### src/rtl/fifo_sync_param.sv
// Parametrised synchronous FIFO with programmable almost-full/empty levels and occupancy count.
// Latency: 1-cycle registered read; FIFO_FWFT_EN shows the head word combinationally (no read latency).
// Backpressure: writes when full / reads when empty are dropped and flagged by overflow / underflow.
module fifo_sync_param #(
    parameter int FIFO_WIDTH = 16,
    parameter int FIFO_DEPTH = 8,
    parameter int AF_LEVEL   = FIFO_DEPTH - 1,
    parameter int AE_LEVEL   = 1
) (
    input  logic                              clk,
    input  logic                              rst_n,
    input  logic [FIFO_WIDTH-1:0]             data_in,
    input  logic                              wr_en,
    input  logic                              rd_en,
    output logic [FIFO_WIDTH-1:0]             data_out,
    output logic                              wr_ack,
    output logic                              overflow,
    output logic                              underflow,
    output logic                              full,
    output logic                              empty,
    output logic                              almostfull,
    output logic                              almostempty,
    output logic [$clog2(FIFO_DEPTH+1)-1:0]   count
);
    localparam int PTR_W = (FIFO_DEPTH > 1) ? $clog2(FIFO_DEPTH) : 1;
    localparam int CNT_W = $clog2(FIFO_DEPTH + 1);

    logic [FIFO_WIDTH-1:0] mem [FIFO_DEPTH];
    logic [PTR_W-1:0]      wr_ptr;
    logic [PTR_W-1:0]      rd_ptr;
    logic                  wr_acc;
    logic                  rd_acc;

    assign wr_acc = wr_en && !full;
    assign rd_acc = rd_en && !empty;

    assign full        = (count == CNT_W'(FIFO_DEPTH));
    assign empty       = (count == '0);
    assign almostfull  = !full  && (count >= CNT_W'(AF_LEVEL));
    assign almostempty = !empty && (count <= CNT_W'(AE_LEVEL));

    // Storage has no reset; stale words are unreachable once the pointers clear.
    always_ff @(posedge clk) begin
        if (wr_acc) begin
            mem[wr_ptr] <= data_in;
        end
    end

    // Explicit wrap compare so non-power-of-two depths work.
    always_ff @(posedge clk or negedge rst_n) begin
        if (!rst_n) begin
            wr_ptr <= '0;
            rd_ptr <= '0;
        end else begin
            if (wr_acc) begin
                wr_ptr <= (wr_ptr == PTR_W'(FIFO_DEPTH - 1)) ? '0 : wr_ptr + 1'b1;
            end
            if (rd_acc) begin
                rd_ptr <= (rd_ptr == PTR_W'(FIFO_DEPTH - 1)) ? '0 : rd_ptr + 1'b1;
            end
        end
    end

    always_ff @(posedge clk or negedge rst_n) begin
        if (!rst_n) begin
            count <= '0;
        end else if (wr_acc && !rd_acc) begin
            count <= count + 1'b1;
        end else if (rd_acc && !wr_acc) begin
            count <= count - 1'b1;
        end
    end

    always_ff @(posedge clk or negedge rst_n) begin
        if (!rst_n) begin
            wr_ack    <= 1'b0;
            overflow  <= 1'b0;
            underflow <= 1'b0;
        end else begin
            wr_ack    <= wr_acc;
            overflow  <= wr_en && full;
            underflow <= rd_en && empty;
        end
    end

`ifdef FIFO_FWFT_EN
    assign data_out = empty ? '0 : mem[rd_ptr];
`else
    always_ff @(posedge clk or negedge rst_n) begin
        if (!rst_n) begin
            data_out <= '0;
        end else if (rd_acc) begin
            data_out <= mem[rd_ptr];
        end
    end
`endif

endmodule

### config.mk
export PLATFORM = sky130hd
export DESIGN_NAME = fifo_sync_param
export DESIGN_NICKNAME = d
export VERILOG_FILES = /design/src/rtl/fifo_sync_param.sv
export SDC_FILE = /design/constraint.sdc
export NUM_CORES = 1
export LEC_CHECK = 0
export CAP_MARGIN = 30
export CORE_UTILIZATION = 55
export DETAILED_ROUTE_END_ITERATION = 6
export PLACE_DENSITY = 0.76
export SYNTH_ARGS = -nofsm -noshare
export SYNTH_HDL_FRONTEND = slang
export SYNTH_SLANG_ARGS = --single-unit
### constraint.sdc
create_clock -name clk -period 3.43 [get_ports clk]
set_input_delay 1.029 -clock clk [delete_from_list [all_inputs] [get_ports clk]]
set_output_delay 1.029 -clock clk [all_outputs]
set_load 0.03 [all_outputs]
## Word level (Yosys, flattened, before mapping)

Memory sizes are Yosys's and may differ from the RTL's. A register that Yosys moved wholly into a read port is not among the register bits.
Index checks and enable logic that the tools add are counted.

- Equality and inequality tests: 3
- Magnitude comparators: 2
- Multiplexer cells: 6
- Shift operators: 0
- Divide/modulo/power cells: 0
- Bitwise logic cells: 0
- Reductions and logical operators: 15
- Add/subtract/negate cells: 4
- Multiply operators: 0

Operators by type and width:

| operator | number |
|---|---|
| $logic_and 1x1->1 | 8 |
| $mux 4 | 2 |
| $add 3x1->3 const B | 2 |
| $eq 3x3->1 const B | 2 |
| $mux 3 | 2 |
| $logic_not 1->1 | 5 |
| $add 4x1->4 const B | 1 |
| $eq 4x4->1 const B | 1 |
| $ge 4x3->1 const B | 1 |
| $le 4x1->1 const B | 1 |
| $logic_not 4->1 | 1 |
| $sub 4x1->4 const B | 1 |
| $mux 1 | 2 |
| $reduce_bool 2->1 | 1 |

- Input port bits: 20
- Memories kept: 1
- ROM bits: 0
- Output and inout port bits: 27
- Bits in latches: 0
- Bits in writable memories: 128
- Flip-flop bits (word level): 13

Memories:

| name | depth | width | read ports | clocked after Yosys merged registers in | wr ports | line | RTL |
|---|---|---|---|---|---|---|---|
| mem | 8 | 16 | 1 | 1 | 1 | 28 | `logic [FIFO_WIDTH-1:0] mem [FIFO_DEPTH];` |

## Logic depth before layout (Yosys ltp)

Gate-level depths: netlist of run 1.

- Word-level depth: 7
- Depth in mapped cells: 9

## Worst setup path after synthesis of run 1

OpenSTA, ideal clock, no wires.

- Path type: reg2reg
- From: register count[0]
- To: memory mem[0][0], enable pin
- Path buffers: 0
- Required time: 3.000 ns
- Setup slack: 0.170 ns
- Arrival time: 2.830 ns
- Cell stages (with the launch flop): 6
- Path through: dfrtp_1 inv_1 ha_1 nand3b_1 nand2_1 nor4_1

- Word-level cells in the longest chain between the ends: 5

RTL lines:

| item | line | RTL |
|---|---|---|
| start: declaration | 23 | `output logic [$clog2(FIFO_DEPTH+1)-1:0] count` |
| start signal: assignment | 68 | `count <= count + 1'b1;` |
| start signal: assignment | 70 | `count <= count - 1'b1;` |
| $eq 4x4->1 | 37 | `assign full = (count == CNT_W'(FIFO_DEPTH));` |
| $logic_not 1->1 | 34 | `assign wr_acc = wr_en && !full;` |
| $logic_and 1x1->1 | 34 |  |
| $mux 1 | 44 | `if (wr_acc) begin` |
| $mux 1 (implied by the code) | 45 | `mem[wr_ptr] <= data_in;` |
| end: declaration | 28 |  |

No other way between the ends.

## Final worst setup path of run 1

- From: register count[0]
- To: output almostempty

- Word-level cells in the longest chain between the ends: 3
- Elaborated cells on any way between the ends: 4
- Classes of those cells: order compare (1); reduce/logical (3)

RTL lines:

| item | line | RTL |
|---|---|---|
| branches (longest 2 deep; another with $le 4x1->1) | n/a |  |
| $logic_and 1x1->1 (*) | 40 | `assign almostempty = !empty && (count <= CNT_W'(AE_LEVEL));` |
| end: declaration | 22 | `output logic almostempty,` |

Mark *: on every way between the ends.

==> results of run 1 <==
[kinds of logic (layout without fill, tap and decap cells)]
logic type               after synthesis  count (layout)
flip-flops                           157             157
AO/OA/AOI/OAI                         67              67
adder cells (fa/ha/maj)                9               9
XOR/XNOR                               4               4
multiplexers                          71              71
AND/OR/NAND/NOR                       33              33
buffers and inverters                 23             100
[registers in the layout, summed over array words and instances (netlist names)]
register	cells
data_out	16
wr_ptr	3
mem	128
count	4
overflow	1
wr_ack	1
rd_ptr	3
underflow	1
[how the worst max path moves through the flow]
| stage | depth (start not counted) | from | slack (ps) | to |
|---|---|---|---|---|
| 3_3_place_gp | 6 | rd_en | 570 | count[3]$_DFFE_PN0P_ |
| 3_5_place_dp | 6 | rd_en | 510 | count[3]$_DFFE_PN0P_ |
| 4_1_cts | 4 | count[0]$_DFFE_PN0P_ | 160 | almostempty |
| 6_report | 4 | count[0]$_DFFE_PN0P_ | 170 | almostempty |
| 5_1_grt | 4 | count[0]$_DFFE_PN0P_ | 30 | almostempty |
| 2_1_floorplan | 5 | count[0]$_DFFE_PN0P_ | 170 | mem[0][0]$_DFFE_PP_ |
[critical path: cells and delay by family (launching register included)]
| kind | cells | cell delay (ps) |
|---|---|---|
| buffers and inverters | 2 | 820 |
| and+or+nand+nor | 1 | 300 |
| DFF | 1 | 470 |
| adders and majority gates | 1 | 240 |
[per-stage QoR]
step	total power, uW	hold slack [ps]
2_1_floorplan	4343	540.0
3_3_place_gp	5032	516.6
3_5_place_dp	5129	518.1
4_1_cts	6897	531.3
5_1_grt	7177	557.7
6_report	6858	524.5
[report_power, final]
part           switching (uW)  internal, uW
sequential                261          2470
clock                     705          1060
combinational            1320          1040
[cell usage in the layout (no fill, tap or decap), types with 2 or more instances in the layout]
| cell type | instances |
|---|---|
| o21ai_0 | 17 |
| clkinv_2 | 5 |
| buf_12 | 2 |
| nand2b_1 | 4 |
| mux2_2 | 35 |
| clkinvlp_4 | 3 |
| mux2_1 | 3 |
| o22ai_1 | 16 |
| nor3_2 | 4 |
| buf_4 | 15 |
| ha_1 | 9 |
| dfrtp_1 | 28 |
| bufinv_16 | 2 |
| clkinv_1 | 3 |
| o31ai_2 | 16 |
| mux2i_1 | 33 |
| inv_1 | 5 |
| clkdlybuf4s50_1 | 46 |
| xor2_1 | 3 |
| nor2_1 | 9 |
| edfxtp_1 | 128 |
| nand2_1 | 4 |
| a22o_1 | 16 |
| clkbuf_16 | 17 |
[cell type report]
type / instances / area share, %
clock buffer: 18 / 5.649
tap: 140 / 2.306
inverter: 5 / 0.2470
sequential: 157 / 60.16
timing repair buffer: 63 / 8.070
clock inverter: 14 / 1.680
multi-input combinational: 184 / 21.89
[layer usage]
metal,up-vias,routed length (um),global-route usage (%)
li1,1559,-,-
met1,1752,5119,30.09
met2,131,6471,39.04
met3,25,875,5.335
met4,0,261,10.76
met5,-,0,0
==> impl_metrics.toml, run 1 <==
[run_status]
status = "finished clean"

[synth]
synthMuxAreaShare_pct = 11.95
synth_top_area_share_pct = 60.57
synth_top_family_by_area = "multiplexers"
synth_edf_count = 128
synthSimpleGateAreaFrac_pct = 2.977
yosys-top-cells-area = "edfxtp_1 61%, dfrtp_1 11%, mux2_2 6.2%"
syn-num-nets = 393
avgSynthCellArea_um2 = 17.43
ys.flop_type = "edfxtp_1"
yosysWarnings = 0
async_reset_ff_share_pct = 18.47
synthTopCellsByCount = "128 x edfxtp_1, 35 x mux2_2, 33 x mux2i_1, 29 x dfrtp_1, 17 x o21ai_0"
yosysTopAreaCell = "edfxtp_1"
yosysMostFrequentCell = "edfxtp_1"
netlist_area_um2 = 6346
synthXorXnorAreaFrac_pct = 0.5521
ys_seq_elements = 157
synth_compound_area_share_pct = 8.498
synth_cell_type_count = 34
synthCells = 364
synthAdderAreaFrac_pct = 1.774
ys_seq_area_share_pct = 72.00

[die]
floorplan.rows = 38
die_w_um = 109.4
start_util_pct = 57.53
coreArea_um2 = 11030
fp.dieArea_um2 = 11970
ioPinCount = 47
die_h_um = 109.4

[worst_setup_path]
ff2ff_path_depth = 9
crit_required_ps = 2400
path_cells = "inv_1 > ha_1 > nor4_1 > clkdlybuf4s50_1"
cp-end-kind = "output port"
crit_path_max_fanout = 7
path_class = "reg -> out"
critPathMaxStageDelay_ps = 720
r2r_slack_ps = 870
crit_slowest_cell = "clkdlybuf4s50_1"
cp-start-kind = "flop"
r2r_end = "count[3]$_DFFE_PN0P_"
r2r_start = "count[0]$_DFFE_PN0P_"
cp.arrival_ps = 2230

[drt]
vias = 3467
wl_per_cell_um = 21.91
drtIter0Drc = 231
vias_per_cell = 5.967
first_pass_iters = 5
remaining_drc_errors = 0
routed_wl_um = 12730
drtAntennaViolNets = 0

[layout]
nFillCells = 744
nets = 457
stdcell_area_um2 = 7597
n_antenna_cell = 0
drive_above_1_share_pct = 24.26
multi_input_area_um2 = 1663
syn_to_final_growth_pct = 19.72
post-route-util_pct = 68.87
regArea_um2 = 4571
instances_no_fill = 581

[global_routing]
grt_util_all_layers_pct = 23.68
antenna_found_initial = 1
grt_pass1_wl_um = 19670
grt_pass1_vias = 3599
gr-total-overflow = 0
grt_max_degree = 28

[placed_design]
io_buffers = 46
placed_area_um2 = 7041
dp.cells = 549
place_congestion = 0.7663
hpwl_um = 7203
place_ws_ps = 513.0

[sta]
fmax_ghz = 0.3065
drv_slew = 0
finClkSkew_ps = 5.906
hold_viol_final = 0
timing.final.ws_setup_ps = 167.7
post-route-min-period_ps = 3262
relSlewSlack_pct = 40.76
setup_tns_ps = 0
rsz0062_at_grt = "no"
tightest_slew_ps = 884.6
period_share_pct = 95.11
setup_viol_count_final = 0

[power]
p_leak_uw = 0.002744
max-vdd-ir-drop_uv = 485.8
p_per_area_nw_per_um2 = 902.7

[min_path]
hold_end = "data_out[3]$_DFFE_PN0P_"
hold_class = "reg -> reg"
holdCritStartpoint = "data_out[3]$_DFFE_PN0P_"
hold_depth = 2

[cts]
cts_resized = 0
clk_pin_slew_ps = 60
cts_setup_buffers = 0
numCtsBuffers = 17
ctsHoldBuffers = 0
clock_sinks = 157
cts_tree = "done"
clk_latency_ps = 410
htree_num_levels = 4
cts_buffer_depth = 2
cts-root-buf = "clkbuf_16"

[flow_run]
max_cap_viol_count = 0
Note: power is estimated with default switching activity, not from simulation.
==> run 2, diff against run 1 <==
--- a/config.mk
+++ b/config.mk
@@ -6,9 +6,11 @@
 export NUM_CORES = 1
 export LEC_CHECK = 0
 export CAP_MARGIN = 30
-export CORE_UTILIZATION = 55
+export CELL_PAD_IN_SITES_DETAIL_PLACEMENT = 1
+export CELL_PAD_IN_SITES_GLOBAL_PLACEMENT = 1
+export CORE_UTILIZATION = 50
 export DETAILED_ROUTE_END_ITERATION = 6
-export PLACE_DENSITY = 0.76
+export PLACE_DENSITY_LB_ADDON = 0.1
 export SYNTH_ARGS = -nofsm -noshare
 export SYNTH_HDL_FRONTEND = slang
 export SYNTH_SLANG_ARGS = --single-unit
==> impl_metrics.toml, run 2 (same netlist as run 1, synthesis figures left out) <==
[cts]
numCtsBuffers = 17
clk_latency_ps = 410
clock_sinks = 157
cts_buffer_depth = 2
ctsHoldBuffers = 0
cts_tree = "done"
htree_num_levels = 4
cts-root-buf = "clkbuf_16"
clk_pin_slew_ps = 60

[placed_design]
place_congestion = 0.7471
dp.cells = 581
io_buffers = 46
place_ws_ps = 487.7
hpwl_um = 8479

[sta]
hold_viol_final = 0
timing.final.ws_setup_ps = 179.9
setup_viol_count_final = 0
finClkSkew_ps = 6.864
drv_slew = 0
rsz0062_at_grt = "no"
period_share_pct = 94.75
fmax_ghz = 0.3077
tightest_slew_ps = 938.6
relSlewSlack_pct = 37.20
post-route-min-period_ps = 3250
setup_tns_ps = 0

[min_path]
hold_class = "reg -> reg"
hold_depth = 2
holdCritStartpoint = "data_out[8]$_DFFE_PN0P_"
hold_end = "data_out[8]$_DFFE_PN0P_"

[worst_setup_path]
r2r_slack_ps = 680
crit_path_max_fanout = 7
ff2ff_path_depth = 9
crit_slowest_cell = "clkdlybuf4s50_1"
path_class = "reg -> out"
critPathMaxStageDelay_ps = 710
r2r_end = "count[3]$_DFFE_PN0P_"
cp-start-kind = "flop"
crit_required_ps = 2400
cp-end-kind = "output port"
cp.arrival_ps = 2220
r2r_start = "count[0]$_DFFE_PN0P_"
path_cells = "inv_1 > ha_1 > nor4_1 > clkdlybuf4s50_1"

[global_routing]
grt_max_degree = 29
grt_pass1_wl_um = 21600
grt_util_all_layers_pct = 23.32
grt_pass1_vias = 3874
gr-total-overflow = 0
antenna_found_initial = 0

[drt]
remaining_drc_errors = 0
drtIter0Drc = 153
first_pass_iters = 4
wl_per_cell_um = 22.52
routed_wl_um = 13780
drtAntennaViolNets = 0
vias = 3461
vias_per_cell = 5.655

[layout]
syn_to_final_growth_pct = 20.66
instances_no_fill = 612
n_antenna_cell = 0
final_cell_mix = "128 x edfxtp_1, 45 x clkdlybuf4s50_1, 35 x mux2_2, 33 x mux2i_1, 28 x dfrtp_1"
nFillCells = 1123
largestRegisters = "mem: 128 flops, data_out: 16 flops, count: 4 flops"
nets = 461
largest_register_ff_count = 128
drive_above_1_share_pct = 23.87
final_common_cell = "edfxtp_1"
largest_register = "mem"

[die]
die_w_um = 114.7
floorplan.rows = 40
ioPinCount = 47
die_h_um = 114.7
fp.dieArea_um2 = 13150
coreArea_um2 = 12210
start_util_pct = 51.97

[power]
max-vdd-ir-drop_uv = 472.5
p_per_area_nw_per_um2 = 907.9
p_leak_uw = 0.002783

[run_status]
status = "finished clean"

[flow_run]
max_cap_viol_count = 0
-- run 2: worst max-delay path by stage --
stage	startpoint	to	slack [ps]	cells past startpoint
finish	count[0]$_DFFE_PN0P_	almostempty	180	4
global route	count[0]$_DFFE_PN0P_	almostempty	30	4
detailed placement	count[0]$_DFFE_PN0P_	empty	490	4
CTS	count[0]$_DFFE_PN0P_	empty	30	4
floorplan	count[0]$_DFFE_PN0P_	mem[0][0]$_DFFE_PP_	170	5
global placement	rd_en	count[3]$_DFFE_PN0P_	530	6
-- run 2: timing repair --
item                                    CTS  global route
resized for setup                         0             1
hold endpoints to repair                  0             0
endpoints found under the setup margin    0             1
setup buffers                             0             0
-- run 2: report_power, final --
group          internal [uW]  switching (uW)
clock                   1130             674
sequential              2470             304
combinational           1050            1320
total                   4650            2300
-- run 2: layer usage --
| layer | up-vias | track usage [%] | share of wire (%) |
|---|---|---|---|
| li1 | 1567 | - | - |
| met1 | 1798 | 29.05 | 43 |
| met2 | 75 | 39.72 | 52 |
| met3 | 21 | 5.135 | 3.7 |
| met4 | 0 | 9.351 | 2.0 |
| met5 | - | 0 | 0 |
-- run 2: stage by stage --
| step | cell area [um^2] | total power [uW] | hold WS (ps) | util [%] |
|---|---|---|---|---|
| final | 7657 | 6952 | 538.4 | 62.70 |
| after CTS | 7655 | 7023 | 540.8 | 62.68 |
| after floorplan | 6346 | 4343 | 540.0 | - |
| after global routing | 7657 | 7256 | 563.8 | 62.70 |
| after global placement | 7091 | 5099 | 516.6 | 58.06 |
| after detailed placement | 7091 | 5194 | 528.0 | 58.06 |
-- run 2: critical path, delay by kind of cell (launching register included) --
family	cells	cell delay, ps
flops	1	460
buf+inv	2	810
simple gates	1	270
fa+ha+maj	1	260
-- run 2: layout make-up --
| type | instances | area [um^2] | share of cell area, % |
|---|---|---|---|
| clock inverters | 9 | 120.1 | 1.569 |
| clock buffers | 22 | 444.2 | 5.801 |
| repair buffers | 67 | 633.1 | 8.268 |
| flip-flops and latches | 157 | 4571 | 59.69 |
| well taps | 168 | 210.2 | 2.745 |
| multi-input cells | 184 | 1660 | 21.68 |
| inverters | 5 | 18.77 | 0.2451 |
==> run 3, diff against run 2 <==
--- a/config.mk
+++ b/config.mk
@@ -10,6 +10,7 @@
 export CELL_PAD_IN_SITES_GLOBAL_PLACEMENT = 1
 export CORE_UTILIZATION = 50
 export DETAILED_ROUTE_END_ITERATION = 6
+export GPL_TIMING_DRIVEN = 0
 export PLACE_DENSITY_LB_ADDON = 0.1
 export SYNTH_ARGS = -nofsm -noshare
 export SYNTH_HDL_FRONTEND = slang
==> impl_metrics.toml, run 3 (same netlist as run 1, synthesis figures left out) <==
[drt]
remaining_drc_errors = 0
wl_per_cell_um = 23.73
routed_wl_um = 14780
drtIter0Drc = 282
first_pass_iters = 6
vias = 3553
vias_per_cell = 5.703
drtAntennaViolNets = 0

[layout]
largest_register_ff_count = 128
largestRegisters = "mem: 128 flops, data_out: 16 flops, count: 4 flops"
largest_register = "mem"
final_cell_mix = "128 x edfxtp_1, 44 x clkdlybuf4s50_1, 35 x mux2_2, 33 x mux2i_1, 29 x dfrtp_1"
syn_to_final_growth_pct = 21.88
stdcell_area_um2 = 7735
nets = 471
drive_above_1_share_pct = 25.49
n_antenna_cell = 0
final_common_cell = "edfxtp_1"
instances_no_fill = 623

[sta]
setup_viol_count_final = 0
tightest_slew_ps = 961.7
rsz0062_at_grt = "no"
drv_slew = 0
holdWs_ps = 540.5
setup_tns_ps = 0
finClkSkew_ps = 6.344
post-route-min-period_ps = 3287
relSlewSlack_pct = 35.54
fmax_ghz = 0.3042
period_share_pct = 95.84
hold_viol_final = 0

[die]
floorplan.rows = 40
ioPinCount = 47
fp.dieArea_um2 = 13150
die_w_um = 114.7
coreArea_um2 = 12210
start_util_pct = 51.97
die_h_um = 114.7

[worst_setup_path]
path_class = "reg -> out"
critPathMaxStageDelay_ps = 470
crit_required_ps = 2400
crit_slowest_cell = "dlygate4sd2_1"
path_cells = "inv_1 > ha_1 > nor3b_4 > clkbuf_2 > dlygate4sd2_1"
critical_path_buf_inv_count = 3
cp-start-kind = "flop"
crit_path_max_fanout = 10
cp_top_family = "buffers and inverters"
cp-end-kind = "output port"
cp.arrival_ps = 2260

[global_routing]
grt_util_all_layers_pct = 24.54
grt_pass1_wl_um = 22250
gr-total-overflow = 0
antenna_found_initial = 0
grt_pass1_vias = 3795
grt_max_degree = 30

[min_path]
hold_class = "reg -> reg"

[cts]
ctsHoldBuffers = 0
clk_pin_slew_ps = 60
cts-root-buf = "clkbuf_16"
cts_buffer_depth = 2
htree_num_levels = 4
clk_latency_ps = 420
numCtsBuffers = 17
clock_sinks = 157
cts_tree = "done"

[placed_design]
dp.cells = 590
hpwl_um = 9532
place_congestion = 0.7040
io_buffers = 46
placed_area_um2 = 7188

[power]
max-vdd-ir-drop_uv = 449.1
p_per_area_nw_per_um2 = 903.2
p_leak_uw = 0.002808

[run_status]
status = "finished clean"

[flow_run]
max_cap_viol_count = 0
## run 3: changes by cell type in the layout (fill, tap and decap cells not counted), sizes merged
cell / change
buf: +6
clkbuf: +5
clkinv: +4
bufinv: -2
clkdlybuf4s50: -1
clkinvlp: -1
dlygate4sd2: +1
dlymetal6s2s: -1
## run 3: power by group
group / switching [uW] / total (uW) / leakage (uW) / internal (uW)
clock: 688 / 1710 / 0.000270 / 1020
combinational: 1490 / 2590 / 0.00103 / 1100
sequential: 213 / 2680 / 0.00151 / 2470
total: 2390 / 6990 / 0.00281 / 4600
## run 3: routing by layer
| metal | track usage [%] | vias to the layer above | share of wire, % |
|---|---|---|---|
| li1 | - | 1592 | - |
| met1 | 31.11 | 1843 | 42 |
| met2 | 40.93 | 98 | 52 |
| met3 | 5.294 | 20 | 4.6 |
| met4 | 10.56 | 0 | 1.4 |
| met5 | 0 | - | 0 |
## run 3: final timing paths
check                                         startpoint                  endpoint  slack (ps)  cells after the start
worst min-delay path            data_out[11]$_DFFE_PN0P_  data_out[11]$_DFFE_PN0P_         540                      2
min in group asynchronous                          rst_n  data_out[15]$_DFFE_PN0P_         720                      1
max in group asynchronous                          rst_n  data_out[13]$_DFFE_PN0P_        2180                      1
worst min register to register  data_out[11]$_DFFE_PN0P_  data_out[11]$_DFFE_PN0P_         540                      2
worst max register to register      count[0]$_DFFE_PN0P_      count[3]$_DFFE_PN0P_         630                     10
worst max-delay path                count[0]$_DFFE_PN0P_                     empty         140                      5
## run 3: stage by stage
step | total power (uW) | worst slack [ps] | utilization, %
4_1_cts | 7067 | 89.01 | 63.34
3_5_place_dp | 5324 | -251.3 | 58.86
5_1_grt | 7294 | 9.284 | 63.34
2_1_floorplan | 4343 | 169.8 | -
6_report | 6986 | 142.6 | 63.34
3_3_place_gp | 5155 | -1741 | 57.46
## run 3: final cells by class
class / count / area [um^2]
flip-flops and latches: 157 / 4569
fillers: 1123 / 4477
multi-input cells: 184 / 1668
repair buffers: 59 / 604.3
clock buffers: 22 / 464.2
well taps: 168 / 210.2
plain buffers: 18 / 125.1
clock inverters: 10 / 75.07
inverters: 5 / 18.77
## run 3: worst min-delay path: cells and delay by family (launching register included)
kind,cells,cell delay (ps)
flip-flops,1,340
AO/OA/AOI/OAI,2,160
## run 3: repair_timing
action,4_1_cts,5_1_grt
endpoints found under the setup margin,1,0
setup buffers,1,0
resized for setup,2,0
endpoints found under the hold margin,0,0
